<file path="src/rtl/pc_fetch_ctrl_pkg.sv">
// Shared types and defaults for the instruction-fetch controller.
package pc_fetch_ctrl_pkg;

  typedef enum logic [1:0] {
    ST_IDLE = 2'd0,
    ST_REQ  = 2'd1,
    ST_HOLD = 2'd2
  } fetch_state_t;

  localparam logic [31:0] PC_STEP_DEF   = 32'd4;
  localparam logic [31:0] RESET_VEC_DEF = 32'h0000_0000;

endpackage

</file>
<file path="src/rtl/pc_fetch_ctrl_pc_incr.sv">
// Sequential next-PC adder; wraps modulo 2^32 with no carry out.
module pc_incr
  import pc_fetch_ctrl_pkg::*;
#(
  parameter logic [31:0] STEP = PC_STEP_DEF
) (
  input  logic [31:0] pc,
  output logic [31:0] pc_next
);

  assign pc_next = pc + STEP;

endmodule

</file>
<file path="src/rtl/pc_fetch_ctrl.sv">
// Fetch controller: one outstanding imem request, payload held for IF/ID until accepted.
// Optional feature macro: PC_ALIGN_CHECK_EN (force-align redirect targets, flag misalignment).
module pc_fetch_ctrl
  import pc_fetch_ctrl_pkg::*;
#(
  parameter logic [31:0] RESET_VEC = RESET_VEC_DEF,
  parameter logic [31:0] PC_STEP   = PC_STEP_DEF
) (
  input  logic        clk,
  input  logic        rst,
  input  logic        stall_i,
  input  logic        redirect_i,
  input  logic [31:0] redirect_pc_i,
  output logic        imem_req_o,
  output logic [31:0] imem_addr_o,
  input  logic        imem_ack_i,
  input  logic [31:0] imem_rdata_i,
  output logic        if_valid_o,
  input  logic        if_ready_i,
  output logic [31:0] if_instr_o,
  output logic [31:0] if_pc_o,
  output logic [31:0] if_pc4_o
`ifdef PC_ALIGN_CHECK_EN
  ,
  output logic        misalign_o
`endif
);

  fetch_state_t state;
  logic [31:0]  pc;
  logic [31:0]  pc_next;
  logic [31:0]  redirect_tgt;
  logic         redirect_mis;

  pc_incr #(.STEP(PC_STEP)) u_pc_incr (
    .pc      (pc),
    .pc_next (pc_next)
  );

  // Redirect target, optionally forced to word alignment.
  always_comb begin
`ifdef PC_ALIGN_CHECK_EN
    redirect_tgt = {redirect_pc_i[31:2], 2'b00};
    redirect_mis = |redirect_pc_i[1:0];
`else
    redirect_tgt = redirect_pc_i;
    redirect_mis = 1'b0;
`endif
  end

  // Request drops the instant reset hits, since the state register clears asynchronously.
  assign imem_req_o  = (state == ST_REQ) & ~stall_i & ~redirect_i;
  assign imem_addr_o = pc;

  // Fetch FSM: redirect beats stall, stall beats ack and consumer handshake.
  always_ff @(posedge clk or posedge rst) begin
    if (rst) begin
      state      <= ST_IDLE;
      pc         <= RESET_VEC;
      if_valid_o <= 1'b0;
      if_instr_o <= 32'h0000_0000;
      if_pc_o    <= 32'h0000_0000;
      if_pc4_o   <= 32'h0000_0000;
`ifdef PC_ALIGN_CHECK_EN
      misalign_o <= 1'b0;
`endif
    end else begin
`ifdef PC_ALIGN_CHECK_EN
      misalign_o <= redirect_i & redirect_mis;
`endif
      if (redirect_i) begin
        pc         <= redirect_tgt;
        if_valid_o <= 1'b0;
        state      <= ST_REQ;
      end else if (stall_i) begin
        state <= state;
      end else begin
        case (state)
          ST_IDLE: state <= ST_REQ;
          ST_REQ: begin
            if (imem_ack_i) begin
              if_instr_o <= imem_rdata_i;
              if_pc_o    <= pc;
              if_pc4_o   <= pc_next;
              if_valid_o <= 1'b1;
              pc         <= pc_next;
              state      <= ST_HOLD;
            end else begin
              state <= ST_REQ;
            end
          end
          ST_HOLD: begin
            if (if_ready_i) begin
              if_valid_o <= 1'b0;
              state      <= ST_REQ;
            end else begin
              state <= ST_HOLD;
            end
          end
          default: state <= ST_IDLE;
        endcase
      end
    end
  end

  // Unused in the default build; keeps the lint view consistent across configurations.
  logic unused_mis;
  assign unused_mis = redirect_mis;

endmodule

</file>
<file path="config.mk">
export PLATFORM = sky130hd
export DESIGN_NAME = pc_fetch_ctrl
export DESIGN_NICKNAME = d
export VERILOG_FILES = /design/src/rtl/pc_fetch_ctrl_pkg.sv /design/src/rtl/pc_fetch_ctrl_pc_incr.sv /design/src/rtl/pc_fetch_ctrl.sv
export SDC_FILE = /design/constraint.sdc
export NUM_CORES = 1
export LEC_CHECK = 0
export ABC_AREA = 1
export CAP_MARGIN = 10
export CORE_MARGIN = 8
export CORE_UTILIZATION = 41
export CTS_CLUSTER_SIZE = 24
export DETAILED_ROUTE_END_ITERATION = 10
export PLACE_DENSITY = 0.88
export SYNTH_ARGS = -nofsm -noshare
export SYNTH_HDL_FRONTEND = slang
export SYNTH_SLANG_ARGS = --single-unit
</file>
<file path="constraint.sdc">
create_clock -name clk -period 4.4 [get_ports clk]
set_input_delay 0.88 -clock clk [delete_from_list [all_inputs] [get_ports clk]]
set_output_delay 0.88 -clock clk [all_outputs]
set_load 0.02 [all_outputs]
</file>
# Yosys cells after proc, flatten, opt, wreduce, memory -nomap -nowiden
# Cells that the tools add are included.
dict set report word_totals {
  regBits 131
  inputBits 70
}
dict set report classes {
  n_addsub 1
  n_eq_ne 5
  muxes 14
  n_bitwise 4
  n_reduce_logical 7
}
# operator n
set ops {}
lappend ops {{two-way mux 32 bit} 4}
lappend ops {{adder 32 x 3 -> 32 bit, second input constant} 1}
lappend ops {{two-way mux 2 bit} 4}
lappend ops {{AND reduction 4 bit} 2}
lappend ops {{inequality test 3 bit, second input constant} 2}
lappend ops {{case mux 2 bit (3 select lines)} 1}
lappend ops {{two-way mux 1 bit} 4}
lappend ops {{nonzero test 2 bit} 2}
lappend ops {{AND reduction 3 bit} 1}
lappend ops {{nonzero test 3 bit} 1}
lappend ops {{bitwise AND 1 bit} 2}
lappend ops {{== test 2 x 1 -> 1 bit, second input constant} 1}
lappend ops {{== test 2 bit, second input constant} 1}
lappend ops {{zero test 2 bit} 1}
lappend ops {{inequality test 2 x 1 -> 1 bit, second input constant} 1}
lappend ops {{inverter 1 bit} 2}
lappend ops {{case mux 1 bit (2 select lines)} 1}

# Longest topological paths before layout
# Gate-level depths: netlist of the first run.
dict set report logic_depth {
  word_depth 5
  mapped_depth 10
}

# By module
# From an unflattened synthesis of the first run, not the netlist that was laid out.
dict set report unflattened {
  hier_cells 795
  area_unflattened_um2 6512.5
}
# module n_inst cells_per_inst area_per_inst_um2 seq_area_each_um2
set modules_own_cells {}
lappend modules_own_cells {pc_fetch_ctrl 1 618 5602.9 3278.1}
lappend modules_own_cells {pc_incr 1 177 909.6 0.0}

# Worst setup path before layout of the first run
# No wires, ideal clock.
dict set report synth_timing {
  kind {input port to output port}
  startpoint {input redirect_i}
  endpoint {output imem_req_o}
  arrival_ns 1.505
  required_ns 3.520
  path_slack_ns 2.015
  path_stages 4
  path_buffers 1
  path_cell_list {buf_2 nor2_2 inv_2 nor2_1}
}
dict set report synth_via {
  elab_chain_cells 2
}
# element line_no
set synth_rtl {}
lappend synth_rtl {{start, declared} pc_fetch_ctrl.sv:12} ;# input logic redirect_i,
lappend synth_rtl {{inverter 1 bit (no source line)} -}
lappend synth_rtl {{bitwise AND 1 bit} pc_fetch_ctrl.sv:52} ;# assign imem_req_o = (state == ST_REQ) & ~stall_i & ~redirect_i;
lappend synth_rtl {{end, declared} pc_fetch_ctrl.sv:14} ;# output logic imem_req_o,
# No other way between the ends.

# Worst setup path after layout of the first run
# Ends and elaborated chain as after synthesis.

==> metrics.txt, run 1 <==
number of buffers created by CTS 17; Core Util, Final 0.615; Mean Syn Cell Area 8.01 µm²; final hold slack 0.470 ns; fin crit period roughly 3.2 ns; Synth Instances 724; Syn. warnings 0; CP startpoint kind input pin; mapped cell area slightly below 6000 µm²; synthesis-stage register bit count 129; Synth area leader dfrtp_1; Seq/Total Area, Yosys 0.557; Post-synth EDFFs 0; count leader, synth nand2_1; clk root buf clkbuf_16; final net count between 900 and 1000; Synth Flop Type dfrtp_1; setup bufs post-CTS 0; # IOs 200; initial antenna violation count 0; highest routed metal layer met4; DRC 0; vias in the first global route between 5000 and 6000; CTS tree built; Worst Hold Class reg -> reg; Antenna Nets Post-Route 0; CP Data Required Time 3.52 ns; Max Cap Violations 0; final number of hold-violating endpoints 0; first-iteration detailed-routing DRC count 359; CTS resizes 0; FP Rows 43; top cells by area, synth dfrtp_1 (56%), nand2_1 (19%), inv_1 (4.0%); gr usage total 0.199; Initial Util 0.419; leakage 0.00407 µW; Post-synth top cells nand2_1 (299), dfrtp_1 (129), inv_1 (62); post-synthesis cell type count 29; slowest CP cell clkdlybuf4s50_1; top-area cell type share of the netlist area 0.557; P&R area growth vs syn 46.7%; Die Span Y ~130 µm; # fillers 1164; setup TNS 0 ns; first-pass GRT wire length 28500 µm; drt wl/cell 16.3 µm; Post-Syn Nets 795; Avg Vias per Cell 4.94; # H-tree levels 4; die width around 130 µm; drt first pass iters 5; period utilisation layout 0.723; CP cell instances clkdlybuf4s50_1 > nor2_2 > inv_2 > nor2_1 > clkdlybuf4s50_1; critical path type in -> out; clock skew approximately 0.0048 ns; WL met3 1200 µm; Peak VDD IR 243 µV; # diodes 0; Synth async-reset ratio 1.00; Critical Path End Type primary output; status finished clean; pwr/cell area about 500 nW/µm²; critical-path maximum fanout 3; Reg2Reg Depth 9; full die area around 18000 µm²; CP most frequent cell clkdlybuf4s50_1; Core ar. 13800 µm²; slowest stage delay, CP 0.61 ns; layout cell share with drive strength beyond 1 0.0536; final wirelength 18100 µm; CP Data Arrival Time between 2 and 2.5 ns; Max clock buf depth 2; total gr overflow 0; fmax ~310 MHz; Sink Count 129; Final Power 4370 µW; measured slew at the worst slew-check pin 0.816 ns; largest net degree at the start of global routing 88; met1 wire length 7650 µm; vias post-DR 5496; clk slew on worst S/H paths 0.05 ns; hold path depth 2; unrepaired setup endpoints after global routing false; CTS Hold Bufs 0; Placer Congestion between 0.8 and 0.9; met2 WL 8830 µm; number of port buffers between 150 and 200; Max transition margin 0.456; DP Wirelength 13100 µm; Slew Viols, Final 0; final setup vio count 0; worst skew pair latency between 0.4 and 0.5 ns
==> cell families after synthesis <==
family,share of synthesized area
AOI/OAI and AO/OA,0.0917
xor gates and xnor gates,0.00604
adders and majority gates,0.00216
buffers and inverters,0.0712
DFF,0.557
and+or+nand+nor,0.272
==> flip-flops by register name, indices dropped and copies added (netlist names) <==
name         cells
if_pc4_o        30
if_instr_o      32
imem_addr_o     32
if_valid_o       1
if_pc_o         32
state            2
==> cell usage in the layout (no fill, tap or decap), types with 13 or more instances in the layout <==
cell / Yosys / final
o21ai_1: 22 / 22
a22oi_1: 13 / 13
clkbuf_16: 0 / 17
dfrtp_1: 129 / 129
inv_1: 62 / 61
nor2_1: 60 / 60
nand3_1: 30 / 30
clkdlybuf4s50_1: 0 / 199
o21ai_0: 33 / 33
nand2_1: 299 / 299
==> per-layer routing <==
layer / vias to the layer above / global-route usage
met4: 0 / 0.0830
met5: - / 0
met1: 2619 / 0.238
met2: 184 / 0.331
li1: 2664 / -
met3: 29 / 0.0557
==> area by class of cell <==
| type | instances | area (µm²) | share of cell area |
|---|---|---|---|
| sequential | 129 | 3230 | 0.379 |
| multi-input combinational | 499 | 2160 | 0.254 |
| timing repair buffer | 206 | 2060 | 0.242 |
| clock buffer | 20 | 447 | 0.0525 |
| inverter | 66 | 254 | 0.0299 |
| tap | 180 | 225 | 0.0265 |
| clock inverter | 12 | 140 | 0.0165 |
==> stage by stage <==
stage | area, µm² | setup slack (ns) | std cells
6_report | 8510 | 1.22 | 1112
5_1_grt | 8510 | 1.16 | 1112
4_1_cts | 8510 | 1.22 | 1112
3_5_place_dp | 7920 | 1.21 | 1080
3_3_place_gp | 7920 | 1.22 | 1080
2_1_floorplan | 5800 | 0.0790 | 724
==> power by group <==
| group | total (µW) | switching, µW | internal [µW] |
|---|---|---|---|
| clock | 1410 | 514 | 897 |
| combinational | 1350 | 728 | 625 |
| sequential | 1610 | 172 | 1440 |
==> critical path, delay by kind of cell <==
family | cells | cell delay (ns)
buffers and inverters | 3 | 1.15
and+or+nand+nor | 2 | 0.27
==> final timing paths <==
check,to,from,slack (ns)
setup / recovery,imem_req_o,redirect_i,1.22
hold / removal,if_instr_o[13],if_instr_o[13],0.47
setup reg to reg,imem_addr_o[9],state[1],2.30
hold reg to reg,if_instr_o[13],if_instr_o[13],0.47
max in group asynchronous,if_instr_o[14],rst,2.58
min in group asynchronous,if_instr_o[10],rst,0.98
Power figures use the tool's default switching activity.
==> run 2: changes to the inputs <==
--- a/config.mk
+++ b/config.mk
@@ -8,10 +8,10 @@
 export ABC_AREA = 1
 export CAP_MARGIN = 10
 export CORE_MARGIN = 8
-export CORE_UTILIZATION = 41
+export CORE_UTILIZATION = 46
 export CTS_CLUSTER_SIZE = 24
 export DETAILED_ROUTE_END_ITERATION = 10
-export PLACE_DENSITY = 0.88
+export PLACE_DENSITY = 0.93
 export SYNTH_ARGS = -nofsm -noshare
 export SYNTH_HDL_FRONTEND = slang
 export SYNTH_SLANG_ARGS = --single-unit
==> constraint.sdc (replaced) <==
create_clock -name clk -period 3.3 [get_ports clk]
set_input_delay 0.66 -clock clk [delete_from_list [all_inputs] [get_ports clk]]
set_output_delay 0.66 -clock clk [all_outputs]
set_load 0.02 [all_outputs]
==> metrics.txt, run 2 (synthesis results as in run 1) <==
status finished clean; Placed Area 7960 µm² (+0.46%); Worst Hold Class reg -> reg; Core ar. 12500 µm² (-9.8%); clk slew on worst S/H paths 0.05 ns (about the same); Hold Path Sink if_instr_o[1]; commonest non-fill, non-tap cell in the layout nand2_1; critical-path maximum fanout 3 (unchanged); fmax 369 MHz; leakage 0.00407 µW (-0.15%); Max clock buf depth 2 (unchanged); Final Instance Area 8480 µm² (-0.32%); Critical Path End Type primary output; vias in the first global route 5552 (+2.4%); Avg Vias per Cell 5.04 (+2.0%); drt wl/cell 16.4 µm (+0.66%); worst skew pair latency 0.42 ns (about the same); drt first pass iters 5 (unchanged); full die area 16500 µm² (-9.6%); # IOs 200 (unchanged); most frequent cells in the layout nand2_1 (299), clkdlybuf4s50_1 (199), dfrtp_1 (129); period utilisation layout 0.822; r2r startpoint imem_addr_o[2]; initial antenna violation count 0 (unchanged); Max Cap Violations 0 (unchanged); layout cell share with drive strength beyond 1 0.0547 (+0.00101); # H-tree levels 4 (unchanged); Reg2Reg Depth 10 (+1); CTS Hold Bufs 0 (unchanged); # diodes 0 (unchanged); die width 128 µm (-4.9%); P&R area growth vs syn 46.3%; Antenna Nets Post-Route 0 (unchanged); measured slew at the worst slew-check pin 0.657 ns (-0.159 ns); first-pass GRT wire length 28600 µm (+0.32%); largest net degree at the start of global routing 73 (-17%); Initial Util 0.465 (+0.0458); reg-to-reg endpoint if_pc4_o[22]; DP Wirelength 13400 µm (+1.7%); Slew Viols, Final 0 (unchanged); FP Rows 41 (-4.7%); flop-to-flop setup slack 1.32 ns (-0.98 ns); DRC 0 (unchanged); hold_sp if_instr_o[1]; Sink Count 129 (unchanged); unrepaired setup endpoints after global routing false; total gr overflow 0 (unchanged); CP startpoint kind input pin; number of buffers created by CTS 17 (unchanged); final net count 993 (+0.30%); hold path depth 2 (unchanged); final number of hold-violating endpoints 0 (unchanged); critical path type in -> out; final wirelength 18100 µm (about the same); setup TNS 0 ns (unchanged); CP Data Required Time 2.64 ns (-0.88 ns); vias post-DR 5572 (+1.4%); first-iteration detailed-routing DRC count 445 (+24%); Placer Congestion 0.816 (-1.0%); final setup vio count 0 (unchanged); setup bufs post-CTS 0 (unchanged); clock skew 0.0182 ns (+0.0134 ns); pwr/cell area 664 nW/µm² (+29%); fin crit period between 2 and 3 ns; # fillers 1009 (-13%); Peak VDD IR 360 µV (+48%); number of port buffers 199 (unchanged); gr usage total 0.223 (+0.0238); Max transition margin 0.561 (+0.105); clk root buf clkbuf_16; CTS tree built; Core Util, Final 0.680 (+0.0650); Die Span Y 128 µm (-4.9%); CP Data Arrival Time 2.05 ns (-0.25 ns); CTS resizes 0 (unchanged)
[run 2: through the flow]
| step | instances | hold slack, ns | total power [µW] | setup WS (ns) |
|---|---|---|---|---|
| 2_1_floorplan | 724 | 0.509 | 3020 | 1.04 |
| 3_3_place_gp | 1075 | 0.452 | 3940 | 0.600 |
| 3_5_place_dp | 1075 | 0.461 | 4000 | 0.576 |
| 4_1_cts | 1105 | 0.472 | 5670 | 0.575 |
| 5_1_grt | 1105 | 0.489 | 5900 | 0.502 |
| 6_report | 1105 | 0.467 | 5630 | 0.588 |
[run 2: layout make-up]
type / count / area [µm²] / share of cell area
multi-input combinational: 499 / 2160 / 0.254
clock inverter: 7 / 35.0 / 0.00413
sequential: 129 / 3230 / 0.381
tap: 172 / 215 / 0.0254
clock buffer: 23 / 488 / 0.0575
inverter: 66 / 253 / 0.0298
timing repair buffer: 209 / 2100 / 0.248
[run 2: layer usage]
metal	GRT usage	up-vias	wire [µm]
li1	-	2655	-
met1	0.264	2638	7300
met2	0.366	234	8800
met3	0.0570	45	1340
met4	0.120	0	635
met5	0	-	0
[run 2: where the power goes]
part           internal (µW)  switching [µW]
Clock                   1020             649
Sequential              1920             234
Combinational            838             974
Total                   3770            1860
[run 2: worst max-delay path by stage]
stage | startpoint | endpoint | cells past startpoint
after floorplan | rst | if_instr_o[0] | 1
final | redirect_i | imem_req_o | 5
after global routing | redirect_i | imem_req_o | 5
after global placement | redirect_i | imem_req_o | 5
after detailed placement | redirect_i | imem_req_o | 5
after CTS | redirect_i | imem_req_o | 5
[run 2: critical path, stage by stage]
cell,delay (ns)
clkdlybuf4s50_1,0.45
nor2_2,0.17
inv_2,0.07
nor2_1,0.08
clkdlybuf4s50_1,0.62
==> run 3: changes to the inputs <==
--- a/config.mk
+++ b/config.mk
@@ -8,10 +8,10 @@
 export ABC_AREA = 1
 export CAP_MARGIN = 10
 export CORE_MARGIN = 8
-export CORE_UTILIZATION = 46
+export CORE_UTILIZATION = 41
 export CTS_CLUSTER_SIZE = 24
 export DETAILED_ROUTE_END_ITERATION = 10
-export PLACE_DENSITY = 0.93
+export PLACE_DENSITY = 0.88
 export SYNTH_ARGS = -nofsm -noshare
 export SYNTH_HDL_FRONTEND = slang
 export SYNTH_SLANG_ARGS = --single-unit
==> constraint.sdc (replaced) <==
create_clock -name clk -period 2.4 [get_ports clk]
set_input_delay 0.48 -clock clk [delete_from_list [all_inputs] [get_ports clk]]
set_output_delay 0.48 -clock clk [all_outputs]
set_load 0.02 [all_outputs]
==> metrics.txt, run 3 (synthesis results as in run 1) <==
status finished clean; layout cell share with drive strength beyond 1 0.0557 (+0.00101); clock skew 0.00849 ns (-0.00972 ns); Initial Util 0.419 (-0.0458); DP Wirelength 13500 µm (+0.72%); # H-tree levels 4 (unchanged); worst skew pair latency 0.41 ns (about the same); clk root buf clkbuf_16; placed cell count 1085 (+0.93%); vias post-DR 5443 (-2.3%); final wirelength 17800 µm (-1.3%); r2r startpoint imem_addr_o[2]; Sink Count 129 (unchanged); vias in the first global route 5254 (-5.4%); Max clock buf depth 2 (unchanged); CTS tree built; Slew Viols, Final 0 (unchanged); # diodes 0 (unchanged); first-iteration detailed-routing DRC count 382 (-14%); Peak VDD IR 452 µV (+26%); Core ar. 13800 µm² (+11%); most frequent cells in the layout nand2_1 (299), clkdlybuf4s50_1 (198), dfrtp_1 (129); final setup vio count 0 (unchanged); CTS resizes 0 (unchanged); leakage 0.00410 µW (+0.71%); period utilisation layout 0.850; number of port buffers 199 (unchanged); CTS Hold Bufs 0 (unchanged); clk slew on worst S/H paths 0.05 ns (about the same); P&R area growth vs syn 46.8%; Placer Congestion 0.870 (+6.6%); final number of hold-violating endpoints 0 (unchanged); FP Rows 43 (+4.9%); CP Data Required Time 1.92 ns (-0.72 ns); Avg Vias per Cell 4.89 (-3.1%); Max Cap Violations 0 (unchanged); Worst Hold Class reg -> reg; CP Launch Point imem_addr_o[24]; Antenna Nets Post-Route 0 (unchanged); measured slew at the worst slew-check pin 0.575 ns (-0.0824 ns); number of buffers created by CTS 17 (unchanged); initial antenna violation count 0 (unchanged); Crit path buffers/inverters 1 (-2); Finished Layout Cells 1114 (+0.81%); full die area 18200 µm² (+11%); first-pass GRT wire length 27800 µm (-2.6%); critical-path maximum fanout 6 (+3); drt wl/cell 16.0 µm (-2.1%); final net count 995 (+0.20%); commonest non-fill, non-tap cell in the layout nand2_1; fin crit period 2.04 ns; setup TNS 0 ns (unchanged); pwr/cell area 909 nW/µm² (+37%); Die Span Y 135 µm (+5.2%); slowest stage delay, CP 0.69 ns (+0.07 ns); final hold slack 0.468 ns (+0.000355 ns); CP cell instances clkdlybuf4s50_1; critical path type reg -> out; setup bufs post-CTS 0 (unchanged); CP startpoint kind flop; CP Data Arrival Time 1.56 ns (-0.49 ns); cell family with most CP delay buffers and inverters; largest net degree at the start of global routing 71 (-2.7%); total gr overflow 0 (unchanged); # IOs 200 (unchanged); Max transition margin 0.616 (+0.0555); die width 135 µm (+5.2%); fmax 490 MHz; DRC 0 (unchanged); slowest CP cell clkdlybuf4s50_1; drt first pass iters 5 (unchanged); gr usage total 0.195 (-0.0281); Critical Path End Type primary output; hold_sp if_instr_o[16]; unrepaired setup endpoints after global routing false
## run 3: cell types whose count changed in the layout (fill, tap and decap cells not counted)
cell,before,now
buf_4,7,9
clkbuf_8,4,2
bufinv_16,0,1
clkdlybuf4s50_1,199,198
clkinv_2,8,7
dlymetal6s2s_1,0,1
inv_4,0,1
## run 3: routing by layer
metal	wire, µm	part of all wire	track usage	vias up
li1	-	-	-	2659
met1	7460	0.42	0.234	2544
met2	8700	0.49	0.325	213
met3	1270	0.071	0.0494	27
met4	399	0.022	0.0836	0
met5	0	0	0	-
## run 3: power breakdown
group / total, µW / switching (µW) / internal (µW)
Combinational: 2490 / 1330 / 1160
Clock: 2310 / 862 / 1440
Sequential: 2940 / 309 / 2630
## run 3: worst paths after layout
kind,endpoint,slack (ns),cells past startpoint
max in group asynchronous,if_pc4_o[18],1.52,3
setup reg to reg,if_pc4_o[20],0.44,10
min in group asynchronous,imem_addr_o[1],0.55,3
hold reg to reg,if_instr_o[16],0.47,2
setup / recovery,imem_addr_o[24],0.36,1
hold / removal,if_instr_o[16],0.47,2
## run 3: area by class of cell
cell class	count	area [µm²]
Multi-Input combinational cell	499	2160
Clock buffer	21	460
Inverter	66	254
Timing Repair Buffer	211	2120
Tap cell	180	225
Sequential cell	129	3230
Clock inverter	8	65.1
Fill cell	1145	5320
## run 3: metrics by stage
| stage | instance area (µm²) | util | setup slack (ns) | power [µW] |
|---|---|---|---|---|
| 3_5_place_dp | 7980 | 0.577 | 0.00331 | 5490 |
| 2_1_floorplan | 5800 | - | 0.325 | 4150 |
| 4_1_cts | 8510 | 0.615 | 0.00547 | 7820 |
| 6_report | 8510 | 0.616 | 0.361 | 7740 |
| 3_3_place_gp | 7980 | 0.577 | 0.0213 | 5430 |
| 5_1_grt | 8510 | 0.616 | 0.270 | 8120 |
